[config.mk]
export PLATFORM = sky130hd
export DESIGN_NAME = response_tx
export DESIGN_NICKNAME = d
export VERILOG_FILES = /design/src/rtl/response_tx.sv
export SDC_FILE = /design/constraint.sdc
export NUM_CORES = 1
export LEC_CHECK = 0
export ABC_AREA = 1
export BUFFER_PORTS_ARGS = -buffer_cell sky130_fd_sc_hd__buf_4
export CAP_MARGIN = 15
export CORE_ASPECT_RATIO = 0.6
export CORE_MARGIN = 10
export CORE_UTILIZATION = 40
export DETAILED_ROUTE_END_ITERATION = 7
export GPL_ROUTABILITY_DRIVEN = 0
export HOLD_SLACK_MARGIN = 0.05
export PLACE_DENSITY = 0.59
export SLEW_MARGIN = 0
export SYNTH_ARGS = -nofsm -noshare
export SYNTH_HDL_FRONTEND = slang
export SYNTH_SLANG_ARGS = --single-unit
[constraint.sdc]
create_clock -name clk -period 2.01 [get_ports clk]
set_input_delay 0 -clock clk [delete_from_list [all_inputs] [get_ports clk]]
set_output_delay 0 -clock clk [all_outputs]
set_load 0.01 [all_outputs]
[src/rtl/response_tx.sv]
// Bit-serial response transmitter (FPGA -> MBED): shifts a word out MSB first with a four-phase strobe/ack handshake per bit.
// Optional macro RESPONSE_TX_PARITY_EN appends one even-parity bit to every frame.
module response_tx #(
    parameter int unsigned WIDTH          = 10,
    parameter int unsigned SETUP_CYCLES   = 4,
    parameter int unsigned TIMEOUT_CYCLES = 50000
) (
    input  logic             clk,
    input  logic             clear,
    input  logic             load,
    input  logic [WIDTH-1:0] data_in,
    input  logic             mbed_ack,
    output logic             tx_bit,
    output logic             tx_strobe,
    output logic             busy,
    output logic             done,
    output logic             timeout
);

`ifdef RESPONSE_TX_PARITY_EN
    localparam int unsigned NBITS = WIDTH + 1;
`else
    localparam int unsigned NBITS = WIDTH;
`endif
    localparam int unsigned BIT_W = $clog2(NBITS) + 1;
    localparam int unsigned SET_W = $clog2(SETUP_CYCLES) + 1;
    localparam int unsigned TO_W  = $clog2(TIMEOUT_CYCLES) + 1;

    localparam logic [BIT_W-1:0] LAST_BIT  = BIT_W'(NBITS - 1);
    localparam logic [SET_W-1:0] SET_LAST  = SET_W'(SETUP_CYCLES - 1);
    localparam logic [TO_W-1:0]  TO_LAST   = TO_W'(TIMEOUT_CYCLES - 1);

    typedef enum logic [2:0] {
        S_IDLE,
        S_SETUP,
        S_WAIT_HI,
        S_WAIT_LO,
        S_FINISH,
        S_ABORT
    } state_t;

    state_t             state_q, state_d;
    logic [WIDTH-1:0]   shift_q, shift_d;
    logic [BIT_W-1:0]   bit_cnt_q, bit_cnt_d;
    logic [SET_W-1:0]   set_cnt_q, set_cnt_d;
    logic [TO_W-1:0]    to_cnt_q, to_cnt_d;
    logic               tx_bit_q, tx_bit_d;
    logic               strobe_q, strobe_d;
    logic               busy_q, busy_d;
    logic               done_q, done_d;
    logic               timeout_q, timeout_d;
    logic               ack_meta_q, ack_s_q;
    logic               fill_c;

`ifdef RESPONSE_TX_PARITY_EN
    logic parity_q, parity_d;

    // Parity enters the shift LSB on the first shift and reaches the MSB exactly after the last data bit.
    assign fill_c = parity_q;

    always_ff @(posedge clk) begin
        if (clear) begin
            parity_q <= 1'b0;
        end else begin
            parity_q <= parity_d;
        end
    end

    always_comb begin
        parity_d = parity_q;
        if (state_q == S_IDLE && load) begin
            parity_d = ^data_in;
        end
    end
`else
    assign fill_c = 1'b0;
`endif

    // State, datapath and output registers; ack passes through a 2-FF synchroniser.
    always_ff @(posedge clk) begin
        if (clear) begin
            state_q    <= S_IDLE;
            shift_q    <= '0;
            bit_cnt_q  <= '0;
            set_cnt_q  <= '0;
            to_cnt_q   <= '0;
            tx_bit_q   <= 1'b0;
            strobe_q   <= 1'b0;
            busy_q     <= 1'b0;
            done_q     <= 1'b0;
            timeout_q  <= 1'b0;
            ack_meta_q <= 1'b0;
            ack_s_q    <= 1'b0;
        end else begin
            state_q    <= state_d;
            shift_q    <= shift_d;
            bit_cnt_q  <= bit_cnt_d;
            set_cnt_q  <= set_cnt_d;
            to_cnt_q   <= to_cnt_d;
            tx_bit_q   <= tx_bit_d;
            strobe_q   <= strobe_d;
            busy_q     <= busy_d;
            done_q     <= done_d;
            timeout_q  <= timeout_d;
            ack_meta_q <= mbed_ack;
            ack_s_q    <= ack_meta_q;
        end
    end

    always_comb begin
        state_d   = state_q;
        shift_d   = shift_q;
        bit_cnt_d = bit_cnt_q;
        set_cnt_d = set_cnt_q;
        to_cnt_d  = to_cnt_q;
        tx_bit_d  = tx_bit_q;
        strobe_d  = strobe_q;
        busy_d    = busy_q;
        done_d    = 1'b0;
        timeout_d = timeout_q;

        case (state_q)
            S_IDLE: begin
                if (load) begin
                    state_d   = S_SETUP;
                    shift_d   = data_in;
                    bit_cnt_d = '0;
                    set_cnt_d = '0;
                    timeout_d = 1'b0;
                    busy_d    = 1'b1;
                    tx_bit_d  = data_in[WIDTH-1];
                end
            end
            S_SETUP: begin
                if (set_cnt_q == SET_LAST) begin
                    strobe_d = 1'b1;
                    to_cnt_d = '0;
                    state_d  = S_WAIT_HI;
                end else begin
                    set_cnt_d = set_cnt_q + SET_W'(1);
                end
            end
            S_WAIT_HI: begin
                if (ack_s_q) begin
                    strobe_d = 1'b0;
                    to_cnt_d = '0;
                    state_d  = S_WAIT_LO;
                end else if (to_cnt_q == TO_LAST) begin
                    state_d   = S_ABORT;
                    strobe_d  = 1'b0;
                    tx_bit_d  = 1'b0;
                    busy_d    = 1'b0;
                    timeout_d = 1'b1;
                end else begin
                    to_cnt_d = to_cnt_q + TO_W'(1);
                end
            end
            S_WAIT_LO: begin
                if (!ack_s_q) begin
                    if (bit_cnt_q == LAST_BIT) begin
                        state_d  = S_FINISH;
                        done_d   = 1'b1;
                        busy_d   = 1'b0;
                        tx_bit_d = 1'b0;
                    end else begin
                        shift_d   = WIDTH'({shift_q, fill_c});
                        tx_bit_d  = shift_d[WIDTH-1];
                        bit_cnt_d = bit_cnt_q + BIT_W'(1);
                        set_cnt_d = '0;
                        state_d   = S_SETUP;
                    end
                end else if (to_cnt_q == TO_LAST) begin
                    state_d   = S_ABORT;
                    strobe_d  = 1'b0;
                    tx_bit_d  = 1'b0;
                    busy_d    = 1'b0;
                    timeout_d = 1'b1;
                end else begin
                    to_cnt_d = to_cnt_q + TO_W'(1);
                end
            end
            S_FINISH: state_d = S_IDLE;
            S_ABORT:  state_d = S_IDLE;
            default:  state_d = S_IDLE;
        endcase
    end

    assign tx_bit    = tx_bit_q;
    assign tx_strobe = strobe_q;
    assign busy      = busy_q;
    assign done      = done_q;
    assign timeout   = timeout_q;

endmodule

==> results.yml <==
run_status:
  status: "completed"
sta:
  setup_ws_ns: 0.157
  finalMaxSlewViolations: 0
  fin_clk_skew_ns: 0.00727
  worst_pin_slew_ns: 0.563
  final_hold_fails: 0
  final_setup_violations: 0
  max_slew_margin_pct: 62.2
  setup_repair_after_global_routing_missed_its_margin: "false"
  timing.final.crit_share_pct: 92.2
  final_period_minus_worst_setup_slack_ns: 1.85
  timing.setup.tns_ns: 0
  max_freq_mhz: 540
cells_and_area:
  final_design_area_no_fill_mm2: 0.00274
  multi_input_comb_area_mm2: 0.00129
  drive_gt1_share_pct: 12.8
  num_antenna_cells: 0
  nNetsFinal: 409
  fillCellCount: 616
  final_core_util_pct: 48.2
  register_area_um2: 882
  flow.area_growth_from_synthesis_pct: 14.5
power:
  overall_power_consumption_uw: 2630
  ir_drop_v: 0.000467
  power.leakage_uw: 0.00115
  pwr_density_cell_mw_per_mm2: 961
setup_path:
  crit_slowest_cell: "sky130_fd_sc_hd__dfxtp_1"
  cp_top_family: "simple AND/OR/NAND/NOR gates"
  critical_path.cell_chain: "inv_1, nand2_2, nand2_1, nor2_4, nand2_2, nand2_2, nor2_1, nand2_1, nand2_1"
  path_max_fanout: 16
  timing_worst_setup_path_type: "register to register"
  cp_num_buf_inv: 1
  crit_path_max_incr_delay_ns: 0.43
  worst-endpoint-required_ns: 2.20
  timing.critical_path.to_type: "register"
  setup.worst_path.start_class: "register"
  cp.arrival_ns: 2.04
routing:
  detail_route.wirelength_mm: 6.04
  drt_pre_antenna_iters: 5
  drt-initial-drc-count: 180
  viasPerCell: 4.98
  route.vias.total: 2346
  drtAntennaViolNets: 0
  drc_errors: 0
  wl_per_cell_um: 12.8
floorplan:
  ioPinCount: 19
  fp.dieW_um: 120
  core_region_area_mm2: 0.00568
  num_rows: 21
  die-height_um: 79.9
  floorplan.die_area_mm2: 0.00956
  starting_density_of_the_core_pct: 42.1
logic_synthesis:
  postSynthRegisterBits: 44
  post_synth_most_frequent_cells: "85 x sky130_fd_sc_hd__nand2_1, 56 x sky130_fd_sc_hd__nor2_1, 44 x sky130_fd_sc_hd__dfxtp_1"
  asyncSetResetFlopFracSynth_pct: 0
  synthMostInstantiatedCell: "sky130_fd_sc_hd__nand2_1"
  avgSynthCellArea_um2: 6.53
  synth.top_cells.by_area: "sky130_fd_sc_hd__dfxtp_1 37%, sky130_fd_sc_hd__nand2_1 13%, sky130_fd_sc_hd__nor2_1 8.8%"
  synth.cell_area_mm2: 0.00239
  synth_fp_nets: 385
  synth_sequential_area_ratio_pct: 36.9
  ys.warnings.count: 0
  synth.top_cell.area_share_pct: 36.9
  synth-edff-count: 0
  yosysUniqueCellTypes: 30
  yosys_top_cell_by_area: "sky130_fd_sc_hd__dfxtp_1"
  synth_ff_type: "sky130_fd_sc_hd__dfxtp_1"
  synth_cells: 366
clock_network:
  clk-insertion-delay-late_ns: 0.29
  ctsHtreeMaxLevel: 2
  tritoncts.num_buffers: 5
  cts.reportedPaths.clkPinSlew_ns: 0.08
  maximum_buffer_depth_of_the_clock_tree: 2
  num_clock_sinks: 44
  clock-root-buffer: "sky130_fd_sc_hd__clkbuf_8"
  tritoncts: "built"
  post_cts.repair.setup_buffers: 0
global_route:
  global_route_total_overflow: 0
  number_of_global_route_vias_before_repair: 2059
  globalRouteTotalUtil_pct: 12.9
  maximum_number_of_pins_on_one_net_before_global_route_repair: 20
  grt_first_pass_wirelength_mm: 10.2
  initial_antenna_violation_count: 0
run:
  max_capacitance_violation_count: 0
min_path:
  hold_class: "primary input to register"
placement:
  dp_worst_setup_slack_ns: 0.125
  dp.final_hpwl_mm: 4.54
  buffer_ports.inserted: 18
  postPlaceCellArea_mm2: 0.00260
[per-stage QoR]
stage / cells / hold WS [ns]
floorplan: 366 / 0.107
global placement: 460 / 0.201
detailed placement: 460 / 0.212
CTS: 471 / 0.0557
global route: 471 / 0.0790
finish: 471 / 0.0720
[cell usage in the layout (no fill, tap or decap), drive strengths merged, types with 2 or more instances in the layout]
cell	n
dfxtp	44
nand2	89
a21oi	30
inv	49
nand3b	2
nand3	27
nor3	3
o21bai	2
clkbuf	8
ha	5
nand4	9
xor2	2
dlygate4sd3	3
buf	21
nor2	62
o21ai	29
[timing repair]
| item | 4_1_cts | 5_1_grt |
|---|---|---|
| endpoints found under the hold margin | 9 | 0 |
| resized for setup | 0 | 3 |
| endpoints found under the setup margin | 0 | 10 |
| hold buffers | 3 | 0 |
[final cells by class]
| class | count | area share, % |
|---|---|---|
| Timing Repair Buffer | 24 | 6.86 |
| Clock buffer | 8 | 3.29 |
| Tap cell | 80 | 3.66 |
| Sequential cell | 44 | 32.3 |
| Inverter | 49 | 6.72 |
| Multi-Input combinational cell | 266 | 47.2 |
[per-layer routing]
| layer | share of wire, % | track usage (%) |
|---|---|---|
| met3 | 8.6 | 4.38 |
| met1 | 57 | 20.4 |
| met4 | 0.81 | 2.52 |
| met5 | 0 | 0 |
| met2 | 34 | 15.5 |
[worst register-to-register path: stages, from the launching register on]
cell                      delay, ns
sky130_fd_sc_hd__dfxtp_1       0.43
sky130_fd_sc_hd__inv_1         0.16
sky130_fd_sc_hd__nand2_2       0.15
sky130_fd_sc_hd__nand2_1       0.10
sky130_fd_sc_hd__nor2_4        0.36
sky130_fd_sc_hd__nand2_2       0.15
sky130_fd_sc_hd__nand2_2       0.19
sky130_fd_sc_hd__nor2_1        0.11
sky130_fd_sc_hd__nand2_1       0.07
sky130_fd_sc_hd__nand2_1       0.04
[final timing paths]
check,cells past startpoint,slack [ns],to,startpoint
worst min register to register,2,0.41,ack_s_q,ack_meta_q
worst max-delay path,9,0.16,tx_strobe,ack_s_q
worst max register to register,9,0.16,tx_strobe,ack_s_q
worst min-delay path,3,0.07,shift_q[0],data_in[0]
[cell families after synthesis]
logic type      synth area share (%)
compound gates                  14.3
xor+xnor                       0.734
fa+ha+maj                       2.62
buf+inv                         9.48
flops                           36.9
simple gates                    36.0
[sequential cells by signal (all words and copies together), names as in the netlist, 3 cells and up]
register / count
shift_q: 9
state_q: 3
bit_cnt_q: 5
to_cnt_q: 17
set_cnt_q: 3
[power breakdown]
part	switching [uW]	total, uW	internal, uW
registers	85.4	1100	1010
clock network	291	572	281
logic	663	959	295
total	1040	2630	1590
Note: power is estimated with default switching activity, not from simulation.
